===== src/rtl/pkg_rv_decode.sv =====
// pkg_rv_decode: shared decode types for the rv32 execute and writeback stages
package pkg_rv_decode;
  typedef enum logic [1:0] {WB_ALU = 2'd0, WB_MUL = 2'd1, WB_DIV = 2'd2, WB_LD = 2'd3} wb_kind_t;
  typedef enum logic [3:0] {
    ALU_ADD, ALU_SUB, ALU_SLL, ALU_SLT, ALU_SLTU, ALU_XOR, ALU_SRL, ALU_SRA, ALU_OR, ALU_AND
  } alu_t;
  localparam logic [31:0] DIV_TMO_DAT = 32'hFFFF_FFFF;
endpackage


===== src/rtl/rv_wb_tmo.sv =====
// rv_wb_tmo: divide-wait timeout counter with clear/enable and expiry flag
module rv_wb_tmo #(
  parameter int DIV_TMO = 40,
  parameter int TMO_W   = 6
) (
  input  logic clk,
  input  logic xreset,
  input  logic rdy,
  input  logic clr,
  input  logic en,
  output logic expire
);
  logic [TMO_W-1:0] cnt_q, cnt_d;
  // clear wins over count; frozen while the pipeline is disabled
  always_comb cnt_d = clr ? '0 : en ? cnt_q + TMO_W'(1) : cnt_q;
  // counter register
  always_ff @(posedge clk)
    if (!xreset) cnt_q <= '0;
    else if (rdy) cnt_q <= cnt_d;
  assign expire = cnt_q == TMO_W'(DIV_TMO - 1);
endmodule


===== src/rtl/rv_exwb.sv =====
// rv_exwb: execute-to-writeback stage with multicycle stall and divide timeout
module rv_exwb
  import pkg_rv_decode::*;
#(
  parameter int DIV_TMO = 40,
  parameter int TMO_W   = 6
) (
  input  logic        clk,
  input  logic        xreset,
  input  logic        rdy,
  input  logic        ex_vld,
  input  logic [1:0]  ex_kind,
  input  logic [4:0]  ex_rd,
  input  logic [31:0] rwdat,
  input  logic [31:0] rwdatx,
  input  logic        cmpl,
  input  logic        mulop,
  input  logic [31:0] ld_data,
  input  logic        ld_vld,
  output logic        stall,
  output logic        wb_we,
  output logic [4:0]  wb_rd,
  output logic [31:0] wb_dat,
  output logic        fwd_vld,
  output logic [4:0]  fwd_rd,
  output logic [31:0] fwd_dat,
  output logic        div_err
);
  typedef enum logic [1:0] {IDLE, MUL2, DIVW, LDW} state_t;
  state_t      state_q, state_d;
  wb_kind_t    kind;
  logic [4:0]  rd_q, rd_d, wb_rd_q;
  logic [31:0] dat_d, wb_dat_q;
  logic        done, err_d, tmo_en, expire, wb_we_q, div_err_q;
  assign kind = wb_kind_t'(ex_kind);
  rv_wb_tmo #(.DIV_TMO(DIV_TMO), .TMO_W(TMO_W)) u_tmo (
    .clk(clk), .xreset(xreset), .rdy(rdy), .clr(!tmo_en), .en(tmo_en), .expire(expire)
  );
  // next state, stall decode and completion data; counter runs from the divide issue cycle
  always_comb begin
    state_d = state_q;
    stall   = 1'b0;
    done    = 1'b0;
    err_d   = 1'b0;
    tmo_en  = 1'b0;
    rd_d    = rd_q;
    dat_d   = wb_dat_q;
    case (state_q)
      IDLE: if (ex_vld) begin
        rd_d = ex_rd;
        if (mulop || kind == WB_MUL) begin
          stall   = 1'b1;
          state_d = MUL2;
        end else if (kind == WB_DIV) begin
          stall   = 1'b1;
          tmo_en  = 1'b1;
          state_d = DIVW;
        end else if (kind == WB_LD) begin
          stall   = 1'b1;
          state_d = LDW;
        end else begin
          done  = 1'b1;
          dat_d = rwdat;
        end
      end
      MUL2: begin
        done    = 1'b1;
        dat_d   = rwdatx;
        state_d = IDLE;
      end
      DIVW: begin
        stall  = !cmpl && !expire;
        tmo_en = !cmpl && !expire;
        if (cmpl || expire) begin
          done    = 1'b1;
          dat_d   = cmpl ? rwdat : DIV_TMO_DAT;
          err_d   = !cmpl;
          state_d = IDLE;
        end
      end
      LDW: begin
        stall = !ld_vld;
        if (ld_vld) begin
          done    = 1'b1;
          dat_d   = ld_data;
          state_d = IDLE;
        end
      end
      default: state_d = IDLE;
    endcase
  end
  // state and writeback registers; x0 writes are suppressed but data still lands
  always_ff @(posedge clk)
    if (!xreset) begin
      state_q   <= IDLE;
      rd_q      <= '0;
      wb_we_q   <= 1'b0;
      wb_rd_q   <= '0;
      wb_dat_q  <= '0;
      div_err_q <= 1'b0;
    end else if (rdy) begin
      state_q   <= state_d;
      rd_q      <= rd_d;
      wb_we_q   <= done && rd_d != 5'd0;
      div_err_q <= div_err_q | err_d;
      if (done) begin
        wb_rd_q  <= rd_d;
        wb_dat_q <= dat_d;
      end
    end
  assign wb_we   = wb_we_q;
  assign wb_rd   = wb_rd_q;
  assign wb_dat  = wb_dat_q;
  assign fwd_vld = wb_we_q;
  assign fwd_rd  = wb_rd_q;
  assign fwd_dat = wb_dat_q;
  assign div_err = div_err_q;
endmodule


===== config.mk =====
export PLATFORM = sky130hd
export DESIGN_NAME = rv_exwb
export DESIGN_NICKNAME = d
export VERILOG_FILES = /design/src/rtl/pkg_rv_decode.sv /design/src/rtl/rv_wb_tmo.sv /design/src/rtl/rv_exwb.sv
export SDC_FILE = /design/constraint.sdc
export NUM_CORES = 1
export LEC_CHECK = 0
export ABC_CLOCK_PERIOD_IN_PS = 4970
export BUFFER_PORTS_ARGS = -buffer_cell sky130_fd_sc_hd__buf_4
export CAP_MARGIN = 30
export CORE_ASPECT_RATIO = 1.4
export CORE_MARGIN = 4
export CORE_UTILIZATION = 49
export DETAILED_ROUTE_END_ITERATION = 16
export PLACE_DENSITY = 0.89
export RECOVER_POWER = 25
export SLEW_MARGIN = 20
export SYNTH_ARGS = -nofsm -noshare
export SYNTH_HDL_FRONTEND = slang
export SYNTH_HIERARCHICAL = 1
export SYNTH_SLANG_ARGS = --single-unit

===== constraint.sdc =====
create_clock -name clk -period 4.97 [get_ports clk]
set_clock_uncertainty 0.1 [all_clocks]
set_input_delay 0.2485 -clock clk [delete_from_list [all_inputs] [get_ports clk]]
set_output_delay 0.2485 -clock clk [all_outputs]
set_load 0.05 [all_outputs]

==> results of run 1 <==
-- routing by layer --
metal / wire [um] / GRT usage (%) / up-vias / part of all wire [%]
met5: 0 / 0 / - / 0
met4: 83 / 5.00 / 0 / 0.88
met3: 606 / 3.81 / 6 / 6.5
met2: 5110 / 40.8 / 129 / 54
met1: 3590 / 24.6 / 1527 / 38
li1: - / - / 1641 / -
-- cell type report --
type / count / share of cell area, %
clock inverters: 2 / 0.783
multi-input cells: 281 / 41.5
well taps: 92 / 2.57
clock buffers: 6 / 1.62
flip-flops and latches: 52 / 23.3
repair buffers: 192 / 29.9
inverters: 4 / 0.335
-- how the worst max path moves through the flow --
stage,slack (ns),end,cells past startpoint
2_1_floorplan,2.83,stall,5
3_3_place_gp,2.44,fwd_dat[0],5
3_5_place_dp,2.35,fwd_dat[1],5
4_1_cts,2.33,fwd_dat[1],5
5_1_grt,2.18,fwd_dat[9],5
6_report,2.37,fwd_dat[1],5
-- synth_stat cells, drive strengths merged --
cell type   n
a21boi     35
o41ai       1
nor2b       7
mux2i      42
o31ai       1
o211ai      1
dfxtp      52
or4         3
o21ai      36
a311o       1
a41oi       1
and2        1
or2         1
mux2        5
or3         4
clkbuf     20
nand2      84
a21oi       3
a31oi       2
nand4b      2
nor3b       1
nor4b       1
nand3       4
buf        51
a22o       32
inv         4
nor3        3
nor2        6
xor2        2
a211o       1
ha          1
-- per-stage QoR --
stage                     area, um2  power, uW  std cells  utilization [%]
after floorplan                3370        663        408                -
after global placement         4460        767        619             67.0
after detailed placement       4460        772        619             67.0
after CTS                      4570       1050        627             68.6
after global routing           4480       1080        629             67.2
final                          4480       1040        629             67.2
-- cell families after synthesis --
family | share of synthesized area [%]
AND/OR/NAND/NOR | 16.0
buffers and inverters | 14.2
AO/OA/AOI/OAI | 23.9
multiplexers | 14.1
flip-flops | 30.9
XOR/XNOR | 0.520
adder cells (fa/ha/maj) | 0.371
-- flip-flops by register name, summed over array words and instances (netlist names) --
name and flops:
fwd_rd 5, div_err 1, fwd_dat 32, state_q 2, fwd_vld 1, u_tmo/cnt_q 6
rd_q 5
-- power by group through the flow --
stage | Combinational, uW | Sequential (uW) | Clock [uW]
after floorplan | 170 | 493 | 0
after global placement | 309 | 458 | 0
after detailed placement | 313 | 459 | 0
after CTS | 313 | 450 | 287
after global routing | 326 | 452 | 306
final | 306 | 449 | 281
-- worst register-to-register path, cell delays in order (launching register included) --
cell     delay (ns)
dfxtp_2        0.88
nor4b_4        0.15
a31oi_1        0.24
nand3_2        0.50
buf_4          0.46
mux2i_1        0.16
==> results.md, run 1 <==
- Crit path DAT: between 2 and 3 ns
- Hold Crit Depth: 3
- Via count: roughly 3,300
- Cells after Synth: ~410
- CP top delay family: flip-flops
- CP bufs+invs: 1
- Num CTS Buffers: 5
- Die area: slightly above 8000 um2
- Comb power frac: 29.5%
- P per Cell Area: 232 nW/um2
- Most common cell after layout, fill and taps aside: buf_4
- Netlist cell types: 38
- R2r endpoint: fwd_dat[1]
- Clock period minus worst slack: 2.60 ns
- Gr usage total: 21.5%
- Hold endpoint: rd_q[0]
- Hold Startpoint: ex_rd[0]
- CTS tree: built
- Die span in y: approximately 110 um
- Fmax: just under 400 MHz
- Net Switching: around 330 uW
- DRT Wirelength: 9390 um
- Antenna violations before repair: 0
- Vias in the first global route: 3,182
- Synth top area share: 30.9%
- CP max-delay cell: dfxtp_2
- Worst-path clk slew: approximately 0.090 ns
- Status: completed
- Rel. slew slack: 43.9%
- Drt pass-1 iters: 4
- RePlAce Congestion: 0.828
- R2R cell count: 5
- Io pins: between 150 and 200
- Critical path class: reg -> reg
- CTS max path bufs: 2
- Leakage power: ~0.0021 uW
- RSZ-0062 raised after global routing: no
- Most frequent cells in the layout: buf_4, nand2_1, dfxtp_1, mux2i_1, clkbuf_1
- Fill cell count: 597
- Post-route DRC: 0
- Worst-Skew Late Latency: 0.30 ns
- Max Cap Viol: 0
- Vias per cell: 5.25
- Synth top area cells: dfxtp_1, mux2i_1, nand2_1
- R2r startpoint: state_q[0]
- Final hold slack: 0.133 ns
- Initial Util: approximately half
- Nets@finish: ~650
- Final Cycle Share: around 52%
- Routed Antenna Nets: 0
- Worst setup EP type: register
- Area leader, netlist: dfxtp_1
- Antenna cells: 0
- Core area: approximately 6700 um2
- Clock power frac: a little over a quarter
- Rows: 35
- Grt total ovfl: 0
- Setup tns final: 0 ns
- First-pass GRT wire length: roughly 15,000 um
- Seq pwr share: between 40% and 50%
- Die width: slightly below 80 um
- Root Buffer: clkbuf_8
- R2R setup slack: 2.37 ns
- Hold Fails Final Rpt: 0
- Port bufs: 187
- Hold WC Path Type: in -> reg
- Worst setup SP type: register
- CP peak stage delay: approximately 0.88 ns
- Design internal power: around 710 uW
- Switching Fraction: about a third
- Syn avg cell area: slightly above 8 um2
- DPL Wire Length: roughly 7100 um
- Post-CTS sizing: 0
- Synth warnings: 6
- Final worst slack: between 2 and 2.5 ns
- Crit. Startpoint: state_q[0]
- Initial DRC count: ~210
- Register area share after synthesis: between 30% and 40%
- Worst-path cell chain: nor4b_4, a31oi_1, nand3_2, buf_4, mux2i_1
- Multi-input gate area: approximately 1900 um2
- Dpl ws: roughly 2.4 ns
- Largest net degree at the start of global routing: a little under 90
- Pins over their slew limit: 0
- Register area: approximately 1000 um2
- Wire per inst: 14.9 um
- Clock sink count: 52
- CP max FO: 43
- CTS H-tree depth: 2
- Worst-Margin Slew: 0.841 ns
- Synthesis-stage register bit count: 52
- Setup bufs post-CTS: 0
- Layout cells sized above 1: about a third
- Required @ worst endpoint: just over 5 ns
- Synthesized Nets: 519
- Synth-to-Final Area Change: 32.7%
- Cts hold-fix bufs: 0
- Syn Std Cell Area: roughly 3400 um2
- Peak supply drop: roughly 0.15 mV
- Final setup vio count: 0
No activity file was read; power rests on OpenSTA's default activity.
==> inputs of run 2 (changes only) <==
--- a/config.mk
+++ b/config.mk
@@ -5,14 +5,15 @@
 export SDC_FILE = /design/constraint.sdc
 export NUM_CORES = 1
 export LEC_CHECK = 0
-export ABC_CLOCK_PERIOD_IN_PS = 4970
+export ABC_AREA = 1
+export ABC_CLOCK_PERIOD_IN_PS = 2700
 export BUFFER_PORTS_ARGS = -buffer_cell sky130_fd_sc_hd__buf_4
 export CAP_MARGIN = 30
 export CORE_ASPECT_RATIO = 1.4
 export CORE_MARGIN = 4
-export CORE_UTILIZATION = 49
+export CORE_UTILIZATION = 44
 export DETAILED_ROUTE_END_ITERATION = 16
-export PLACE_DENSITY = 0.89
+export PLACE_DENSITY = 0.83
 export RECOVER_POWER = 25
 export SLEW_MARGIN = 20
 export SYNTH_ARGS = -nofsm -noshare
==> constraint.sdc (replaced) <==
create_clock -name clk -period 2.7 [get_ports clk]
set_clock_uncertainty 0.1 [all_clocks]
set_input_delay 0.135 -clock clk [delete_from_list [all_inputs] [get_ports clk]]
set_output_delay 0.135 -clock clk [all_outputs]
set_load 0.05 [all_outputs]
==> run 2 against run 1 <==
  * Register-to-register slack lost 1.9 ns
  * Critical path depth grew 6
  * Sequential power grew 100%
  * Largest cell class unchanged
  * Largest power group is now combinational logic
==> results.md, run 2 <==
- Status: completed
- Netlist cell types: 30
- Pins over their slew limit: 0
- Area leader, netlist: dfxtp_1
- Worst-path clk slew: 0.10 ns
- Fmax: approximately 440 MHz
- Asr flop ratio synth: 0%
- Core area: roughly 7000 um2
- DPL Wire Length: 8030 um
- M1 GR Usage: around 26%
- Synthesis-stage register bit count: 52
- Die area: between 8000 and 9000 um2
- First-pass GRT wire length: ~16,000 um
- Crit path DAT: about 2.4 ns
- CTS H-tree depth: 2
- Initial Util: 45.7%
- Grt total ovfl: 0
- Cells after Synth: 485
- Most common cell after layout, fill and taps aside: buf_4
- Main flop type after synthesis: dfxtp_1
- Post-route DRC: 0
- Peak supply drop: approximately 0.32 mV
- Gr usage total: 23.2%
- Worst-Margin Slew: 0.841 ns
- CTS max path bufs: 2
- Synthesized Nets: a little under 600
- Die width: between 80 and 90 um
- CTS tree: built
- CP max-delay cell: inv_4
- Largest net degree at the start of global routing: ~70
- Fill cell count: roughly 700
- Clock period minus worst slack: around 2.3 ns
- Worst-path cell chain: ha_1, nand2_1, nor4_1, inv_1, nand2_1, nor2_2, nor2_4, nand3_4, inv_4, o21ai_0, a21oi_1
- Drt pass-1 iters: 4
- Number of flip-flops in the largest register: 32
- Leakage power: between 0.002 and 0.0025 uW
- Antenna cells: 0
- Setup bufs post-CTS: 0
- Vias in the first global route: approximately 3,500
- Synth warnings: 6
- Rel. slew slack: between 40% and 50%
- Worst setup EP type: register
- Syn avg cell area: about 6.6 um2
- RSZ-0062 raised after global routing: no
- Syn Std Cell Area: 3210 um2
- Routed Antenna Nets: 0
- Worst setup SP type: register
- DRT Wirelength: between 10,000 and 15,000 um
- Final core utilization: between 60% and 70%
- Dpl cells: slightly above 700
- CP max FO: 70
- Worst-Skew Late Latency: 0.31 ns
- Wire per inst: 14.5 um
- Clock sink count: between 50 and 60
- Rows: 36
- Hold Fails Final Rpt: 0
- Most frequent cells in the layout: buf_4, nand2_1, a21oi_1, dfxtp_1, o21ai_0
- Vias per cell: 5.20
- Critical path class: reg -> reg
- Final setup vio count: 0
- Synth-to-Final Area Change: 35.4%
- Layout cells sized above 1: approximately 30%
- Cts hold-fix bufs: 0
- Hold WC Path Type: in -> reg
- Met2 Resource Use GR: 44.1%
- Via count: 3,710
- Layout Cells excl Fill: just over 700
- Die span in y: approximately 110 um
- Root Buffer: clkbuf_8
- Final worst slack: 0.420 ns
- RePlAce Congestion: 0.869
- Port bufs: about 190
- Initial DRC count: between 200 and 300
- Register area share after synthesis: between 30% and 40%
- Dpl ws: 0.448 ns
- Io pins: 188
- EDFF count, synth: 0
- Most common library cells after synthesis: nand2_1, a21oi_1, dfxtp_1, o21ai_0, buf_4
- Final Cycle Share: 84.4%
- Grt peak-use layer: met2
- Synth top area share: ~32%
- Top-count cell post-synth: nand2_1
- Required @ worst endpoint: between 2 and 3 ns
- Most frequent CP cell: nand2_1
- Max Cap Viol: 0
- Antenna violations before repair: 0
- Met3 usage: 4.55%
- P per Cell Area: just over 600 nW/um2
- Num CTS Buffers: 5
- Setup tns final: 0 ns
- Post-CTS sizing: 0
- CP peak stage delay: about 0.47 ns
- Nets@finish: around 730
- Synth top area cells: dfxtp_1, a21oi_1, nand2_1
-- run 2: changes by cell type after synthesis, moves of 10 or more --
cell      delta
a21oi_1     +71
mux2i_1     -42
inv_1       +33
a22o_1      -32
nand3_1     +32
a21boi_0    -29
o21ai_1     +25
o21ai_0     +20
nor2_1      +13
nand2_1     +10
-- run 2: kinds of logic (layout without fill, tap and decap cells) --
logic type / after synthesis / after routing / share of synthesized area, %
AO/OA/AOI/OAI: 159 / 159 / 25.5
adder cells (fa/ha/maj): 1 / 1 / 0.390
flip-flops: 52 / 52 / 32.4
buffers and inverters: 105 / 239 / 18.2
AND/OR/NAND/NOR: 168 / 168 / 23.5
-- run 2: layout make-up --
type	instances	area [um2]	share of cell area, %
Clock buffer	7	96.3	2.22
Multi-Input combinational cell	328	1590	36.6
Timing Repair Buffer	192	1320	30.4
Inverter	39	149	3.43
Sequential cell	52	1040	23.9
Clock inverter	1	30.0	0.691
Tap cell	95	119	2.73
-- run 2: worst max-delay path, delay by kind of cell, from the launching register on --
family	cells	cell delay (ns)
flip-flops	1	0.38
buffers and inverters	2	0.56
adder cells (fa/ha/maj)	1	0.22
AO/OA/AOI/OAI	2	0.30
AND/OR/NAND/NOR	6	0.63
-- run 2: final timing paths --
| check | depth (start not counted) | startpoint | to | slack, ns |
|---|---|---|---|---|
| worst max register to register | 11 | u_tmo/cnt_q[1] | fwd_dat[12] | 0.42 |
| worst min-delay path | 3 | rwdat[20] | fwd_dat[20] | 0.02 |
| worst min register to register | 1 | div_err | div_err | 0.38 |
| worst max-delay path | 11 | u_tmo/cnt_q[1] | fwd_dat[12] | 0.42 |
-- run 2: through the flow --
step | area (um2) | hold slack, ns | total power (uW)
floorplan | 3210 | 0.224 | 1780
global route | 4350 | 0.0134 | 2760
detailed placement | 4340 | 0.330 | 2110
finish | 4350 | 0.0157 | 2630
CTS | 4470 | 0.0116 | 2680
global placement | 4340 | 0.322 | 2090
-- run 2: power by group --
part	internal [uW]	switching, uW
registers	839	65.4
clock network	327	254
logic	349	791
-- run 2: layer usage --
| layer | part of all wire (%) | vias up | routed length (um) |
|---|---|---|---|
| li1 | - | 1849 | - |
| met2 | 55 | 141 | 5740 |
| met1 | 37 | 1701 | 3820 |
| met3 | 5.9 | 19 | 614 |
| met4 | 1.8 | 0 | 184 |
| met5 | 0 | - | 0 |
==> inputs of run 3 (changes only) <==
--- a/config.mk
+++ b/config.mk
@@ -6,14 +6,14 @@
 export NUM_CORES = 1
 export LEC_CHECK = 0
 export ABC_AREA = 1
-export ABC_CLOCK_PERIOD_IN_PS = 2700
+export ABC_CLOCK_PERIOD_IN_PS = 2000
 export BUFFER_PORTS_ARGS = -buffer_cell sky130_fd_sc_hd__buf_4
 export CAP_MARGIN = 30
 export CORE_ASPECT_RATIO = 1.4
 export CORE_MARGIN = 4
-export CORE_UTILIZATION = 44
+export CORE_UTILIZATION = 40
 export DETAILED_ROUTE_END_ITERATION = 16
-export PLACE_DENSITY = 0.83
+export PLACE_DENSITY = 0.79
 export RECOVER_POWER = 25
 export SLEW_MARGIN = 20
 export SYNTH_ARGS = -nofsm -noshare
==> constraint.sdc (replaced) <==
create_clock -name clk -period 2 [get_ports clk]
set_clock_uncertainty 0.1 [all_clocks]
set_input_delay 0.1 -clock clk [delete_from_list [all_inputs] [get_ports clk]]
set_output_delay 0.1 -clock clk [all_outputs]
set_load 0.05 [all_outputs]
==> run 3 against run 2 <==
  * The run now ends with setup timing left
  * Sequential cell count did not move
  * Hold slack got worse by 0.010 ns
  * Critical path type is now reg -> out
  * Final cell count rose by 7.1%
  * Global-route usage fell by 1.0 points
  * Utilization rose by 1.8 points
  * Non-clock buffer count rose by 45
  * First-iteration DRC count fell by 33%
  * Total power rose by 38%
  * Design area rose by 14%
==> results.md, run 3 (same netlist as run 2, synthesis figures left out) <==
- Rel. slew slack: between 50% and 60%
- Met3 usage: under 10%
- Worst setup EP type: output port
- Clock period minus worst slack: 2.00 ns
- Rows: 38
- Final worst slack: -0.00127 ns
- Die area: 9540 um2
- Status: finished with violations
- Root Buffer: clkbuf_8
- Max Cap Viol: 0
- Pins over their slew limit: 0
- First-pass GRT wire length: 17,600 um
- Io pins: between 150 and 200
- CTS max path bufs: 2
- Vias per cell: approximately 5.3
- CP max FO: 4
- DRT Wirelength: roughly 12,000 um
- Final Cycle Share: 100%
- Hold Fails Final Rpt: 0
- Final hold slack: 0.00550 ns
- Layout cells sized above 1: 33.8%
- Post-route DRC: 0
- Setup tns final: -0.00127 ns
- RePlAce Congestion: just under 0.9
- Routed Antenna Nets: 0
- Required @ worst endpoint: about 1.8 ns
- Vias in the first global route: around 3,800
- Design internal power: roughly 2000 uW
- M1 GR Usage: about a quarter
- RSZ-0062 raised after global routing: yes
- Initial Util: between 40 and 50%
- Clock power frac: 17.5%
- Crit. Startpoint: u_tmo/cnt_q[1]
- Die span in y: around 110 um
- Comb power frac: 48.7%
- Clock sink count: between 50 and 60
- Critical path class: reg -> out
- Register area: 1040 um2
- R2r startpoint: u_tmo/cnt_q[1]
- Die width: roughly 84 um
- Synth-to-Final Area Change: 54.6%
- DPL Wire Length: between 8000 and 9000 um
- Switching Fraction: between 40% and 50%
- Met2 Resource Use GR: 42.4%
- Worst-Skew Late Latency: ~0.3 ns
- Core area: between 7000 and 8000 um2
- Largest net degree at the start of global routing: between 40 and 50
- Multi-input gate area: about 1700 um2
- Num CTS Buffers: 5
- Seq pwr share: about a third
- Via count: about 4,100
- Fmax: roughly 500 MHz
- Leakage power: roughly 0.0024 uW
- Drt pass-1 iters: 5
- Wire per inst: approximately 16 um
- Dpl cells: 718
- CTS H-tree depth: 2
- Grt total ovfl: 0
- Gr usage total: 22.2%
- Peak supply drop: 0.410 mV
- Crit path DAT: ~1.8 ns
- Worst-Margin Slew: ~0.66 ns
- Antenna violations before repair: 0
- CTS tree: built
- Initial DRC count: about 180
- Most common cell after layout, fill and taps aside: buf_4
- Failing checks: setup timing
- Worst-path clk slew: roughly 0.09 ns
- Worst setup SP type: register
- Nets@finish: between 700 and 800
- Hold WC Path Type: in -> reg
- Net Switching: 1590 uW
- Antenna cells: 0
- Grt peak-use layer: met2
- Layout Cells excl Fill: 765
- Number of flip-flops in the largest register: 32
- Final setup vio count: 1
- P per Cell Area: 731 nW/um2
- Port bufs: roughly 190
- Hold Startpoint: rwdat[24]
- Fill cell count: between 700 and 800
- Most frequent cells in the layout: buf_4, nand2_1, a21oi_1, dfxtp_1, o21ai_0
- Dpl ws: -0.0510 ns
run 3: cell count changes in the layout (fill, tap and decap cells not counted), sizes merged:
cell,previous run,this run
clkinvlp,0,4
inv,39,37
clkbuf,39,33
buf,160,187
bufinv,1,0
clkinv,0,1
dlygate4sd3,0,23
run 3: final timing paths:
| path | cells past startpoint | end | slack, ns |
|---|---|---|---|
| setup reg to reg | 12 | fwd_dat[13] | 0.01 |
| setup / recovery | 9 | stall | -0.001 |
| hold reg to reg | 1 | div_err | 0.39 |
| hold / removal | 3 | fwd_dat[24] | 0.006 |
run 3: worst max-delay path, stage by stage, from the launching register on:
cell	delay, ns
dfxtp_2	0.37
ha_4	0.15
nand2_4	0.06
nor4_4	0.23
inv_1	0.10
nand2_2	0.09
nor2_4	0.05
nor2_4	0.16
o21ai_1	0.12
buf_6	0.17
run 3: stage by stage:
step	total power, uW	util [%]	cell area [um2]
finish	3630	63.6	4960
global route	3800	63.6	4960
floorplan	2400	-	3210
global placement	2860	56.7	4420
detailed placement	2890	56.7	4420
CTS	3550	61.1	4760
run 3: area by class of cell:
cell class,instances,share of cell area [%]
Timing Repair Buffer,237,37.8
Multi-Input combinational cell,328,33.3
Sequential cell,52,21.0
Inverter,39,3.28
Tap cell,100,2.52
Clock buffer,6,1.66
Clock inverter,2,0.303
Timing Repair inverter,1,0.151
run 3: timing repair:
| action | 4_1_cts | 5_1_grt |
|---|---|---|
| pin swaps | 0 | 9 |
| endpoints found under the setup margin | 32 | 42 |
| gates cloned | 0 | 7 |
| endpoints found under the hold margin | 23 | 0 |
| resized for setup | 4 | 26 |
| setup buffers | 0 | 9 |
| hold buffers | 23 | 0 |
run 3: per-layer routing:
layer / routed length (um) / vias up
li1: - / 1936
met1: 4580 / 1898
met2: 6400 / 196
met3: 818 / 20
met4: 263 / 0
met5: 0 / -
run 3: power by group through the flow:
stage          sequential (uW)  combinational (uW)  clock, uW
2_1_floorplan             1500                 902          0
3_3_place_gp              1240                1620          0
3_5_place_dp              1240                1640          0
4_1_cts                   1220                1680        644
5_1_grt                   1240                1880        681
6_report                  1230                1770        634
